### src/rtl/apb_arb_pkg.sv
// Shared types for the two-requester APB arbiter in front of the counter block.
package apb_arb_pkg;

    localparam int NUM_REQ = 2;

    typedef enum logic [1:0] {
        IDLE   = 2'd0,
        SETUP  = 2'd1,
        ACCESS = 2'd2
    } state_t;

    // Requester index to its one-hot strobe position.
    function automatic logic [NUM_REQ-1:0] idx_to_onehot(input logic idx);
        return idx ? 2'b10 : 2'b01;
    endfunction

endpackage

### src/rtl/rr_arbiter2.sv
// Two-way round-robin picker. The pointer names the preferred requester; it
// flips to the loser of every grant so a lone requester never starves the other.
module rr_arbiter2
    import apb_arb_pkg::*;
(
    input  logic               pclk,
    input  logic               presetn,
    input  logic [NUM_REQ-1:0] elig,
    input  logic               advance,
    output logic [NUM_REQ-1:0] grant,
    output logic               grant_idx
);

    logic ptr;

    // Preferred requester wins when eligible, otherwise the other one does.
    always_comb begin
        grant_idx = ptr;
        if (!elig[ptr]) grant_idx = ~ptr;
        grant = '0;
        if (elig[grant_idx]) grant = idx_to_onehot(grant_idx);
    end

    // After a grant, prefer the requester that was not served.
    always_ff @(posedge pclk or negedge presetn) begin
        if (!presetn)     ptr <= 1'b0;
        else if (advance) ptr <= ~grant_idx;
    end

endmodule

### src/rtl/apb_counter_arbiter.sv
// Shares the counter's single APB slave port between two one-word requesters.
// Drives SETUP/ACCESS phases, bounds wait states with a timeout, and returns a
// one-cycle done strobe with read data and error flag to the granted requester.
module apb_counter_arbiter
    import apb_arb_pkg::*;
#(
    parameter int ADDR_W      = 8,
    parameter int DATA_W      = 8,
    parameter int TIMEOUT_CYC = 16
) (
    input  logic                      pclk,
    input  logic                      presetn,
    input  logic [NUM_REQ-1:0]        req,
    input  logic [NUM_REQ-1:0]        req_write,
    input  logic [NUM_REQ*ADDR_W-1:0] req_addr,
    input  logic [NUM_REQ*DATA_W-1:0] req_wdata,
    output logic [NUM_REQ-1:0]        done,
    output logic [DATA_W-1:0]         rdata,
    output logic                      err,
    output logic                      psel,
    output logic                      penable,
    output logic                      pwrite,
    output logic [ADDR_W-1:0]         paddr,
    output logic [DATA_W-1:0]         pwdata,
    input  logic [DATA_W-1:0]         prdata,
    input  logic                      pready
);

    // The counter only has to reach TIMEOUT_CYC-1: the next low cycle terminates.
    localparam int CNT_W = (TIMEOUT_CYC > 1) ? $clog2(TIMEOUT_CYC) : 1;

    state_t             state, state_nxt;
    logic [NUM_REQ-1:0] elig, grant;
    logic               gidx, gnt_q;
    logic [CNT_W-1:0]   wait_cnt;
    logic               start, finish, tmo, tmo_hit;

    // A requester whose done is high this cycle has already been served.
    assign elig    = req & ~done;
    assign tmo_hit = (TIMEOUT_CYC != 0) && (wait_cnt == CNT_W'(TIMEOUT_CYC - 1));

    rr_arbiter2 u_rr (
        .pclk      (pclk),
        .presetn   (presetn),
        .elig      (elig),
        .advance   (start),
        .grant     (grant),
        .grant_idx (gidx)
    );

    // Next-state and per-cycle transfer events.
    always_comb begin
        state_nxt = state;
        start     = 1'b0;
        finish    = 1'b0;
        tmo       = 1'b0;
        case (state)
            IDLE: begin
                if (|grant) begin
                    start     = 1'b1;
                    state_nxt = SETUP;
                end
            end
            SETUP: state_nxt = ACCESS;
            ACCESS: begin
                if (pready) begin
                    finish    = 1'b1;
                    state_nxt = IDLE;
                end else if (tmo_hit) begin
                    finish    = 1'b1;
                    tmo       = 1'b1;
                    state_nxt = IDLE;
                end
            end
            default: state_nxt = IDLE;
        endcase
    end

    // State register.
    always_ff @(posedge pclk or negedge presetn) begin
        if (!presetn) state <= IDLE;
        else          state <= state_nxt;
    end

    // APB controls follow the next state; the command is latched only on grant.
    always_ff @(posedge pclk or negedge presetn) begin
        if (!presetn) begin
            psel    <= 1'b0;
            penable <= 1'b0;
            pwrite  <= 1'b0;
            paddr   <= '0;
            pwdata  <= '0;
            gnt_q   <= 1'b0;
        end else begin
            psel    <= (state_nxt != IDLE);
            penable <= (state_nxt == ACCESS);
            if (start) begin
                gnt_q  <= gidx;
                pwrite <= req_write[gidx];
                paddr  <= req_addr[ADDR_W*32'(gidx) +: ADDR_W];
                pwdata <= req_wdata[DATA_W*32'(gidx) +: DATA_W];
            end
        end
    end

    // Completion strobe; read data only for successful reads, zero otherwise.
    always_ff @(posedge pclk or negedge presetn) begin
        if (!presetn) begin
            done  <= '0;
            rdata <= '0;
            err   <= 1'b0;
        end else begin
            done  <= finish ? idx_to_onehot(gnt_q) : '0;
            err   <= tmo;
            rdata <= (finish && !tmo && !pwrite) ? prdata : '0;
        end
    end

    // Counts pready-low ACCESS cycles; cleared whenever the transfer ends.
    always_ff @(posedge pclk or negedge presetn) begin
        if (!presetn)
            wait_cnt <= '0;
        else if (state == ACCESS && state_nxt == ACCESS && !pready)
            wait_cnt <= wait_cnt + CNT_W'(1);
        else if (state_nxt != ACCESS)
            wait_cnt <= '0;
    end

endmodule

### config.mk
export PLATFORM = sky130hd
export DESIGN_NAME = apb_counter_arbiter
export DESIGN_NICKNAME = d
export VERILOG_FILES = /design/src/rtl/apb_arb_pkg.sv /design/src/rtl/rr_arbiter2.sv /design/src/rtl/apb_counter_arbiter.sv
export SDC_FILE = /design/constraint.sdc
export NUM_CORES = 1
export LEC_CHECK = 0
export ABC_AREA = 1
export BUFFER_PORTS_ARGS = -buffer_cell sky130_fd_sc_hd__buf_2
export CAP_MARGIN = 20
export CORE_UTILIZATION = 32
export CTS_BUF_LIST = sky130_fd_sc_hd__clkbuf_2 sky130_fd_sc_hd__clkbuf_4 sky130_fd_sc_hd__clkbuf_8
export DETAILED_ROUTE_END_ITERATION = 10
export GPL_TIMING_DRIVEN = 0
export PLACE_DENSITY = 0.61
export SETUP_SLACK_MARGIN = 0.2
export SLEW_MARGIN = 10
export SYNTH_ARGS = -nofsm -noshare
export SYNTH_HDL_FRONTEND = slang
export SYNTH_SLANG_ARGS = --single-unit
export TNS_END_PERCENT = 5
### constraint.sdc
create_clock -name pclk -period 1.49 [get_ports pclk]
set_input_delay 0.0745 -clock pclk [delete_from_list [all_inputs] [get_ports pclk]]
set_output_delay 0.0745 -clock pclk [all_outputs]
set_load 0.03 [all_outputs]
**Word-level counts from Yosys, hierarchy flattened**

Cells that the tools add are included.
W data, S select, Z words.

- Input port bits: 47
- Word-level logic and storage cells: 62
- Register bits: 38
- Output and inout port bits: 30

- Add/subtract/negate cells: 1
- Bitwise logic cells: 4
- Multiplexer cells: 25
- Order comparisons: 2
- Equal/unequal tests: 5
- Reductions and logical operators: 11
- Shifts and indexed selects: 2

Operator list:

| kind | count |
|---|---|
| $shiftx A16 B5 Y8 | 2 |
| $mux W1 | 14 |
| $mux W2 | 7 |
| $mux W4 | 2 |
| $mux W8 | 1 |
| $pmux W2 S3 | 1 |
| $add A4 B1 Y4 const B | 1 |
| $eq A2 B2 Y1 const B | 2 |
| $eq A4 B4 Y1 const B | 1 |
| $logic_and A1 B1 Y1 | 4 |
| $lt A1 B2 Y1 const B | 2 |
| $reduce_bool A2 Y1 | 2 |
| $logic_not A1 Y1 | 3 |
| $and A2 B2 Y2 | 1 |
| $eq A2 B1 Y1 const B | 1 |
| $logic_not A2 Y1 | 1 |
| $ne A2 B2 Y1 const B | 1 |
| $not A1 Y1 | 2 |
| $not A2 Y2 | 1 |
| $reduce_or A2 Y1 | 1 |

**Depth between registers and ports, before layout**

Gate-level depths: netlist of the first run.

- Word-level depth: 15
- Mapped depth: 7
- Depth with buffers taken out: 6

**By module**

Synthesis of the first run repeated with hierarchy kept, for this count alone.

- Cell total of the unflattened synthesis: 225
- Area, all modules: 1709.1 um2

By module, submodules not included:

| module | seq. area each (um2) | area an instance (um2) | cells an instance | instances |
|---|---|---|---|---|
| apb_counter_arbiter | 925.9 | 1637.8 | 214 | 1 |
| rr_arbiter2 | 25.0 | 71.3 | 11 | 1 |

**Worst setup path after synthesis of the first run**

Ideal clock, no wire load.

- Kind: register -> register
- Start point: register done[1]
- End point: register paddr[1]
- Arrival: 1164 ps
- Setup time: 117 ps
- Required time: 1373 ps
- Cell stages (with the launch flop): 8
- Path buffers: 1
- Period minus slack after synthesis: 1281 ps
- Path slack: 209 ps
- Path through: dfrtp_1 -> inv_1 -> nand2_2 -> nand2_2 -> buf_4 -> nand3b_1 -> nand3_1 -> nand2_1

- Word-level cells in the longest chain between the ends: 11
- Elaborated cells on any way between the ends: 13
- Classes of those cells: shift (1); mux (9); bitwise (2); reduce/logical (1)

Ends and longest elaborated chain:

| element | RTL line | source |
|---|---|---|
| start: declaration | apb_counter_arbiter.sv:17 | `output logic [NUM_REQ-1:0] done,` |
| start signal: assignment | apb_counter_arbiter.sv:113 | `done <= finish ? idx_to_onehot(gnt_q) : '0;` |
| $not A2 Y2 * | apb_counter_arbiter.sv:39 | `assign elig = req & ~done;` |
| $and A2 B2 Y2 * | apb_counter_arbiter.sv:39 |  |
| $mux W1 (not written as such) (2 in series) | rr_arbiter2.sv:19 | `if (!elig[ptr]) grant_idx = ~ptr;` |
| $mux W1 | rr_arbiter2.sv:19 |  |
| $mux W1 (not written as such) (2 in series) | rr_arbiter2.sv:21 | `if (elig[grant_idx]) grant = idx_to_onehot(grant_idx);` |
| $mux W2 | rr_arbiter2.sv:21 |  |
| $reduce_or A2 Y1 | apb_counter_arbiter.sv:59 | `if (\|grant) begin` |
| $mux W1 | apb_counter_arbiter.sv:59 |  |
| $mux W1 | apb_counter_arbiter.sv:57 | `case (state)` |
| end signal: assignment | apb_counter_arbiter.sv:100 | `paddr <= req_addr[ADDR_W*32'(gidx) +: ADDR_W];` |
| end: declaration | apb_counter_arbiter.sv:23 | `output logic [ADDR_W-1:0] paddr,` |

Every way passes the cells marked *; elsewhere a longest branch is shown, timed or not. The select of a mux whose other input is x is not followed.
A chain may end at the register's enable or synchronous reset.

**Worst setup path in the final report of the first run**

- Start point: register done[1]
- End point: register paddr[3]

Same word-level chain as after synthesis.

==> flow_summary_export.csv, run 1 <==
group,metric,value,unit
sta,timing.hold.ws,0.0768,ns
place,dp_hpwl,3.12,mm
yosys,synth_top_area_cell,"dfrtp_1",
critical_path,critPathSlowestCell,"dfrtp_1",
power,internal-power,2.45,mW
power,p_clk_frac,0.145,
final_layout,drive_gt1_frac,0.331,
critical_path,start_kind,"flip-flop",
sta,slew_viol_final,0,
power,p_leak,1.46,nW
power,pwr-share-comb,0.501,
floorplan,fp.dieH,78.1,um
critical_path,reg2reg_slack,0.25,ns
clocking,path_clk_slew,0.07,ns
final_layout,final.fill_count,580,
sta,finalCritPeriodShare,0.831,
clocking,clockRootBuffer,"clkbuf_8",
yosys,ys_warn_count,0,
routing,drtPass1Iterations,4,
sta,slew_headroom,0.447,
clocking,clk_latency,0.29,ns
critical_path,r2r-end,"paddr[3]",
sta,finClkSkew,0.00313,ns
floorplan,die_w,78.1,um
floorplan,io_pins,77,
final_layout,final_common_cell,"buf_2",
floorplan,die-area,6100,um^2
critical_path,worstReg2RegStart,"done[1]",
power,seq_power_share,0.354,
critical_path,cp_max_fo,10,
routing,vias_per_cell,4.39,
yosys,postSynthAreaPerCell,8.58,um^2
sta,fin_setup_tns,0,ns
critical_path,slowest_delay,0.38,ns
critical_path,timing.critical_path.arrival,1.42,ns
clocking,ctsLongestPathBuffers,2,
floorplan,coreArea,5540,um^2
routing,vias,1670,
sta,fmax,808,MHz
final_layout,fin_nets,356,
global_routing,antenna_found_initial,0,
power,peakVddDrop,798,uV
floorplan,num_rows,27,
power,p_sw_frac,0.463,
final_layout,final_cell_mix,"78 x buf_2, 48 x nand2_1, 42 x nand3_1",
yosys,yosys.area.top_type_share,0.513,
global_routing,grtUsageTotal,0.157,
critical_path,endpoint_kind,"flip-flop",
clocking,cts_setup_buffers,0,
routing,wl_per_cell,11.9,um
clocking,cts_tree,"yes",
critical_path,crit_chain,"inv_1, nand2_2, nand2_4, buf_4, nand3b_1, nand3_1, nand2_1",
min_path,hp-class,"in2reg",
clocking,h-tree-depth,2,
run,drv_cap,0,
power,power_density,1830,nW/um^2
floorplan,initial_core_util,0.335,
critical_path,critical_path_buf_inv_count,2,
global_routing,grt_pass1_wl,7.39,mm
critical_path,cp-endpoint,"paddr[3]",
yosys,synthTopCellsByArea,"dfrtp_1 51%, nand3_1 11%, nand2_1 9.7%",
routing,wirelength,4.50,mm
critical_path,r2r_cells,7,
global_routing,grt_pass1_vias,1616,
place,place_congestion,0.745,
yosys,synth_seq_cells,38,
critical_path,critical_path_depth,7,
critical_path,required,1.67,ns
routing,drc_errors,0,
sta,fin_crit,1.24,ns
sta,hold_violations,0,
sta,tightestPinTransition,0.830,ns
critical_path,path_delay_family,"simple AND/OR/NAND/NOR gates",
routing,detail-route-antenna-nets,0,
yosys,synthesis.instances,216,
critical_path,startpoint,"done[1]",
final_layout,antenna_cells,0,
yosys,syn-num-nets,264,
sta,setup_violations,0,
yosys,ys_seq_area_frac,0.513,
yosys,netlist_area,1850,um^2
sta,rsz0062_at_grt,"yes",
final_layout,area_delta_synth_final,34.8,%
routing,drt_iter0_drc,50,
yosys,yosysUniqueCellTypes,20,
power,p_sw,2.11,mW
place,port_buffers,76,
global_routing,overflow,0,
clocking,cts_made_buffers,5,
critical_path,critical_path_class,"reg2reg",
run_status,status,"finished, final reports clean",
global_routing,grt_start_max_net_pins,39,
clocking,clock_sinks,38,
[logic make-up (layout without fill, tap and decap cells)]
kind of cell / count (synthesis) / after routing / share of synthesized area
XOR/XNOR: 2 / 2 / 0.00945
adder cells (fa/ha/maj): 1 / 1 / 0.00675
buffers and inverters: 42 / 134 / 0.109
AND/OR/NAND/NOR: 127 / 127 / 0.344
AO/OA/AOI/OAI: 6 / 6 / 0.0182
flip-flops: 38 / 38 / 0.513
[metal layers]
metal	wire length [um]	share of wire	track usage	up-vias
li1	-	-	-	860
met4	55	0.012	0.0463	0
met5	0	0	0	-
met1	2050	0.45	0.198	760
met2	2200	0.49	0.264	44
met3	202	0.045	0.0395	6
[repair_timing]
action	in CTS	in global routing
gates resized for setup	0	2
hold endpoints to repair	46	0
endpoints found under the setup margin	0	21
hold buffers	9	0
[registers in the layout, indices dropped and copies added (netlist names)]
| name | flops |
|---|---|
| rdata | 8 |
| wait_cnt | 4 |
| penable | 1 |
| state | 2 |
| paddr | 8 |
| done | 2 |
| err | 1 |
| pwrite | 1 |
| u_rr.ptr | 1 |
| psel | 1 |
| gnt_q | 1 |
| pwdata | 8 |
[worst reg2reg max path, delay by kind of cell, from the launching register on]
| family | cells | cell delay (ns) |
|---|---|---|
| buffers and inverters | 2 | 0.32 |
| AND/OR/NAND/NOR | 5 | 0.43 |
| flip-flops | 1 | 0.38 |
[through the flow]
stage / setup WS [ns] / util / cells / power [mW] / cell area, um^2
global placement: 0.213 / 0.420 / 364 / 3.88 / 2320
detailed placement: 0.207 / 0.420 / 364 / 3.92 / 2320
CTS: 0.206 / 0.450 / 380 / 4.62 / 2490
floorplan: 0.209 / - / 216 / 3.23 / 1850
finish: 0.252 / 0.451 / 380 / 4.57 / 2500
global route: 0.136 / 0.451 / 380 / 4.93 / 2500
[power by group through the flow]
stage	logic (mW)	registers [mW]	clock network, mW
global route	2.54	1.66	0.729
finish	2.29	1.62	0.662
floorplan	1.06	2.17	0
global placement	2.27	1.62	0
detailed placement	2.29	1.62	0
CTS	2.32	1.61	0.694
[cell type report]
cell class	count	area (um^2)	share of cell area
sequential	38	951	0.381
clock buffer	5	68.8	0.0275
clock inverter	2	10.0	0.00401
multi-input combinational	136	707	0.283
inverter	34	128	0.0511
buffer	8	73.8	0.0295
timing repair buffer	85	470	0.188
tap	72	90.1	0.0361
[Yosys cell counts]
library cell	n
nand2_1	48
nand3_1	42
dfrtp_1	38
inv_1	31
nand3b_1	17
nor2_1	13
buf_6	3
inv_2	3
nand2_2	3
o21ai_1	3
buf_2	2
buf_4	2
nand3_4	2
o21ai_0	2
xnor2_1	2
a21oi_2	1
buf_8	1
ha_1	1
nand2_4	1
nor2_2	1
[worst min-delay path by stage]
| stage | from | cells past startpoint | slack [ns] | endpoint |
|---|---|---|---|---|
| floorplan | presetn | 0 | -0.22 | done[0] |
| global placement | presetn | 1 | 0.23 | state[1] |
| detailed placement | presetn | 1 | 0.23 | wait_cnt[0] |
| CTS | req_addr[12] | 4 | 0.08 | paddr[4] |
| global route | req_wdata[10] | 4 | 0.10 | pwdata[2] |
| finish | pready | 3 | 0.08 | done[0] |
Note: power is estimated with default switching activity, not from simulation.
==> inputs of run 2 (changes only) <==
==> constraint.sdc (replaced) <==
create_clock -name pclk -period 1.3 [get_ports pclk]
set_input_delay 0.065 -clock pclk [delete_from_list [all_inputs] [get_ports pclk]]
set_output_delay 0.065 -clock pclk [all_outputs]
set_load 0.03 [all_outputs]
==> run 2 against run 1 <==
First-iteration DRC count increased by 10%. Sequential share of layout area down 5.1 points. Largest cell class unchanged. The flow now finishes with violations (hold timing). Die area unchanged. Register-to-register slack got worse by 0.13 ns.
==> flow_summary_export.csv, run 2 (same netlist as run 1, synthesis figures left out) <==
group,metric,value,unit
critical_path,timing.critical_path.arrival,1.42,ns
run_status,status,"finished with violations",
power,p_sw_frac,0.429,
routing,met2_length,2.49,mm
run,drv_cap,0,
routing,drc_errors,0,
clocking,clockRootBuffer,"clkbuf_8",
final_layout,final_common_cell,"buf_2",
global_routing,antenna_found_initial,0,
sta,fmax,848,MHz
routing,wirelength,5.00,mm
global_routing,grtUsageTotal,0.176,
power,p_sw,2.79,mW
final_layout,stdcell_count,398,
floorplan,coreArea,5540,um^2
sta,hold_violations,38,
clocking,cts_made_buffers,5,
critical_path,cp_max_fo,5,
power,pwr-share-comb,0.529,
critical_path,slowest_delay,0.43,ns
routing,drtPass1Iterations,6,
critical_path,endpoint_kind,"flip-flop",
clocking,h-tree-depth,2,
final_layout,final_cell_mix,"76 x buf_2, 45 x nand2_1, 34 x dfrtp_1",
routing,drt_iter0_drc,55,
floorplan,num_rows,27,
place,dp.cells,364,
routing,highest_layer,"met4",
critical_path,path_delay_family,"flip-flops",
final_layout,fin_nets,373,
critical_path,critical_path_class,"reg2reg",
sta,fin_setup_tns,0,ns
place,dp_hpwl,3.01,mm
critical_path,start_kind,"flip-flop",
clocking,clk_latency,0.30,ns
routing,vias_per_cell,4.58,
critical_path,crit_chain,"inv_4, nand2_4, a21oi_4, buf_6, nand3_2, nand2_2",
routing,wl_per_cell,12.6,um
place,port_buffers,76,
sta,finClkSkew,0.0138,ns
global_routing,grt_pass1_wl,8.31,mm
routing,detail-route-antenna-nets,0,
power,p_clk_frac,0.186,
place,place_congestion,0.727,
sta,slew_viol_final,0,
sta,finalCritPeriodShare,0.907,
floorplan,fp.dieH,78.1,um
final_layout,area_delta_synth_final,56.4,%
critical_path,critPathSlowestCell,"dfrtp_2",
global_routing,overflow,0,
sta,rsz0062_at_grt,"yes",
power,power_density,2250,nW/um^2
clocking,cts_tree,"yes",
sta,fin_crit,1.18,ns
critical_path,required,1.54,ns
sta,timing.hold.ws,-0.129,ns
routing,met3_length,215,um
floorplan,die-area,6100,um^2
global_routing,grt_start_max_net_pins,39,
power,peakVddDrop,1040,uV
floorplan,initial_core_util,0.335,
global_routing,grt_pass1_vias,1772,
power,p_leak,1.61,nW
sta,tightestPinTransition,0.854,ns
run_status,violations,"hold timing",
clocking,clock_sinks,38,
final_layout,antenna_cells,0,
critical_path,critical_path_buf_inv_count,2,
final_layout,drive_gt1_frac,0.448,
floorplan,die_w,78.1,um
clocking,path_clk_slew,0.09,ns
floorplan,io_pins,77,
sta,setup_violations,0,
routing,vias,1824,
clocking,cts_hold_buffers,8,
power,seq_power_share,0.285,
final_layout,reg_top3,"paddr: 8 flops, pwdata: 8 flops, rdata: 8 flops",
power,internal-power,3.72,mW
clocking,ctsLongestPathBuffers,2,
routing,wl_met1,2.21,mm
sta,slew_headroom,0.431,
min_path,hp-class,"in2async",
-- run 2: changes by cell type in the layout (fill, tap and decap cells not counted), moves of 3 or more --
cell	previous run	this run
buf_6	3	12
inv_1	31	27
nand2_8	0	3
inv_4	0	4
dfrtp_1	38	34
nand3_2	0	11
nand2_1	48	45
buf_4	2	11
dfrtp_2	0	4
nand3_1	42	31
-- run 2: metrics by stage --
step	util	setup WS, ns	hold slack (ns)	total power, mW	instance area [um^2]
floorplan	-	0.152	-0.231	3.79	1890
global placement	0.427	0.0538	0.231	4.53	2360
detailed placement	0.427	0.0567	0.239	4.56	2360
CTS	0.500	0.151	-0.0863	6.27	2770
global route	0.523	0.0493	-0.0596	6.95	2900
finish	0.523	0.121	-0.129	6.52	2900
-- run 2: final timing paths --
| kind | start | end | slack, ns | cells past startpoint |
|---|---|---|---|---|
| max | done[1] | pwdata[3] | 0.12 | 6 |
| min | presetn | wait_cnt[2] | -0.13 | 1 |
| max reg2reg | done[1] | pwdata[3] | 0.12 | 6 |
| min reg2reg | gnt_q | done[0] | 0.42 | 1 |
| max in group asynchronous | presetn | done[1] | 0.83 | 1 |
| min in group pclk | pready | done[0] | 0.07 | 3 |
-- run 2: timing repair --
item                       in CTS  in global routing
gates resized for setup        23                 21
hold endpoints to repair       46                 38
cloned                          4                  2
setup endpoints to repair      33                 27
pin swaps                       3                 19
setup buffers                   8                  4
-- run 2: area by class of cell --
cell class | count | area, um^2
Clock buffer | 5 | 68.8
Inverter | 34 | 138
Multi-Input combinational cell | 136 | 838
Clock inverter | 3 | 68.8
Sequential cell | 38 | 956
Buffer | 8 | 93.8
Fill cell | 549 | 2640
Tap cell | 72 | 90.1
Timing Repair Buffer | 102 | 647
-- run 2: power groups by stage --
stage	sequential [mW]	combinational (mW)	clock (mW)
after floorplan	2.50	1.29	0
after global placement	1.87	2.66	0
after detailed placement	1.86	2.70	0
after CTS	1.85	3.18	1.24
after global routing	1.91	3.75	1.29
final	1.85	3.45	1.22
-- run 2: per-layer routing --
layer	up-vias	track usage
met3	8	0.0442
met5	-	0
met4	0	0.0556
li1	898	-
met2	48	0.302
met1	870	0.216
-- run 2: worst register-to-register path, cell delays in order (launching register included) --
cell	delay (ns)
dfrtp_2	0.43
inv_4	0.07
nand2_4	0.08
a21oi_4	0.26
buf_6	0.17
nand3_2	0.07
nand2_2	0.06
==> inputs of run 3 (changes only) <==
--- a/config.mk
+++ b/config.mk
@@ -8,10 +8,10 @@
 export ABC_AREA = 1
 export BUFFER_PORTS_ARGS = -buffer_cell sky130_fd_sc_hd__buf_2
 export CAP_MARGIN = 20
+export CORE_ASPECT_RATIO = 0.5
 export CORE_UTILIZATION = 32
 export CTS_BUF_LIST = sky130_fd_sc_hd__clkbuf_2 sky130_fd_sc_hd__clkbuf_4 sky130_fd_sc_hd__clkbuf_8
 export DETAILED_ROUTE_END_ITERATION = 10
-export GPL_TIMING_DRIVEN = 0
 export PLACE_DENSITY = 0.61
 export SETUP_SLACK_MARGIN = 0.2
 export SLEW_MARGIN = 10
==> run 3 against run 2 <==
The run now ends clean. Count of clock-buffer cells in the layout is 1 higher. Setup slack better by 0.0025 ns. Combinational power is 15% lower. Wire length is 1.3% lower. Sequential power hardly changed. Clock skew is 0.0095 ns lower. Power is 13% lower. Design area is 8.1% lower. Die area is 0.31% higher. Core utilization is 4.2 points lower.
==> flow_summary_export.csv, run 3 (same netlist as run 1, synthesis figures left out) <==
group,metric,value,unit
run_status,status,"finished, final reports clean",
sta,finalCritPeriodShare,0.905,
global_routing,grt_pass1_wl,7.65,mm
floorplan,die_w,110,um
routing,drt_iter0_drc,65,
clocking,cts_tree,"yes",
clocking,cts_made_buffers,5,
critical_path,required,1.53,ns
global_routing,grt_pass1_vias,1653,
clocking,h-tree-depth,2,
sta,fin_crit,1.18,ns
routing,detail-route-antenna-nets,0,
clocking,clock_sinks,38,
floorplan,initial_core_util,0.335,
sta,hold_violations,0,
global_routing,grtUsageTotal,0.164,
place,place_congestion,0.748,
critical_path,worstReg2RegStart,"done[0]",
sta,slew_viol_final,0,
final_layout,final_cell_mix,"76 x buf_2, 47 x nand2_1, 37 x nand3_1",
sta,finClkSkew,0.00430,ns
floorplan,coreArea,5540,um^2
critical_path,cp_max_fo,5,
sta,fin_setup_tns,0,ns
critical_path,timing.critical_path.arrival,1.41,ns
min_path,hp-class,"in2reg",
final_layout,drive_gt1_frac,0.396,
final_layout,reg_top3,"paddr: 8 flops, pwdata: 8 flops, rdata: 8 flops",
clocking,ctsLongestPathBuffers,2,
final_layout,antenna_cells,0,
sta,tightestPinTransition,0.521,ns
global_routing,antenna_found_initial,0,
clocking,clockRootBuffer,"clkbuf_8",
place,dp_hpwl,3.21,mm
critical_path,critical_path_class,"reg2reg",
routing,drtPass1Iterations,9,
routing,vias_per_cell,4.53,
critical_path,endpoint_kind,"flip-flop",
min_path,hp-start,"pready",
critical_path,start_kind,"flip-flop",
floorplan,die-area,6120,um^2
power,p_leak,1.51,nW
sta,fmax,850,MHz
run,drv_cap,0,
sta,rsz0062_at_grt,"yes",
final_layout,final_common_cell,"buf_2",
critical_path,startpoint,"done[0]",
routing,wirelength,4.94,mm
floorplan,num_rows,19,
place,port_buffers,76,
clocking,clk_latency,0.29,ns
final_layout,area_delta_synth_final,43.7,%
sta,setup_violations,0,
global_routing,overflow,0,
routing,wl_per_cell,12.7,um
final_layout,fin_nets,363,
clocking,path_clk_slew,0.08,ns
routing,vias,1763,
floorplan,fp.dieH,55.8,um
power,power_density,2130,nW/um^2
power,peakVddDrop,910,uV
global_routing,grt_start_max_net_pins,23,
routing,drc_errors,0,
floorplan,io_pins,77,
final_layout,fin_util,0.481,
sta,slew_headroom,0.653,
run 3: changes by cell type in the layout (fill, tap and decap cells not counted), moves of 3 or more:
cell / change
nand3_1: +6
buf_4: -3
nand3_2: -5
buf_6: -8
nand2_8: -3
run 3: path summary, 6_finish.rpt:
kind,to,slack (ns),cells past startpoint
setup / recovery,paddr[3],0.12,6
hold / removal,done[0],0.07,3
setup reg to reg,paddr[3],0.12,6
hold reg to reg,done[0],0.42,1
max in group asynchronous,u_rr.ptr,0.53,3
min in group asynchronous,rdata[6],0.28,2
run 3: final cells by class:
type                            instances  area [um^2]
Sequential cell                        38          956
Clock inverter                          2         12.5
Multi-Input combinational cell        137          772
Timing Repair Buffer                   99          616
Fill cell                             541         2870
Clock buffer                            6         82.6
Tap cell                               73         91.3
Inverter                               34          135
run 3: power by group:
part	internal [mW]	total, mW	switching (mW)	leakage [nW]
clock network	0.426	0.857	0.431	0.0472
logic	1.02	2.94	1.92	0.982
registers	1.60	1.87	0.275	0.484
total	3.05	5.67	2.62	1.51
run 3: per-stage QoR:
step | cell area [um^2] | hold slack [ns] | cells | worst slack (ns) | power [mW]
2_1_floorplan | 1890 | -0.231 | 216 | 0.152 | 3.79
3_3_place_gp | 2320 | 0.0613 | 362 | 0.130 | 4.38
3_5_place_dp | 2320 | 0.0691 | 362 | 0.0692 | 4.44
4_1_cts | 2560 | 0.0715 | 382 | 0.129 | 5.47
5_1_grt | 2670 | 0.0758 | 389 | 0.0436 | 6.06
6_report | 2670 | 0.0665 | 389 | 0.124 | 5.67
run 3: timing repair:
action	4_1_cts	5_1_grt
buffers inserted	2	5
setup endpoints to repair	27	29
hold endpoints to repair	29	0
gates cloned	1	2
hold buffers	9	0
resized for setup	9	13
pin swaps	2	6
run 3: metal layers:
metal,track usage,routed length (um),vias up
met1,0.215,2250,808
met4,0.0533,20,0
met5,0,0,-
met2,0.270,2300,72
li1,-,-,881
met3,0.0375,366,2
run 3: critical path: stages (launching register included):
cell	delay [ns]
dfrtp_2	0.43
inv_4	0.10
nand2_4	0.07
a21oi_4	0.21
buf_4	0.17
nand3_1	0.08
nand2_1	0.06
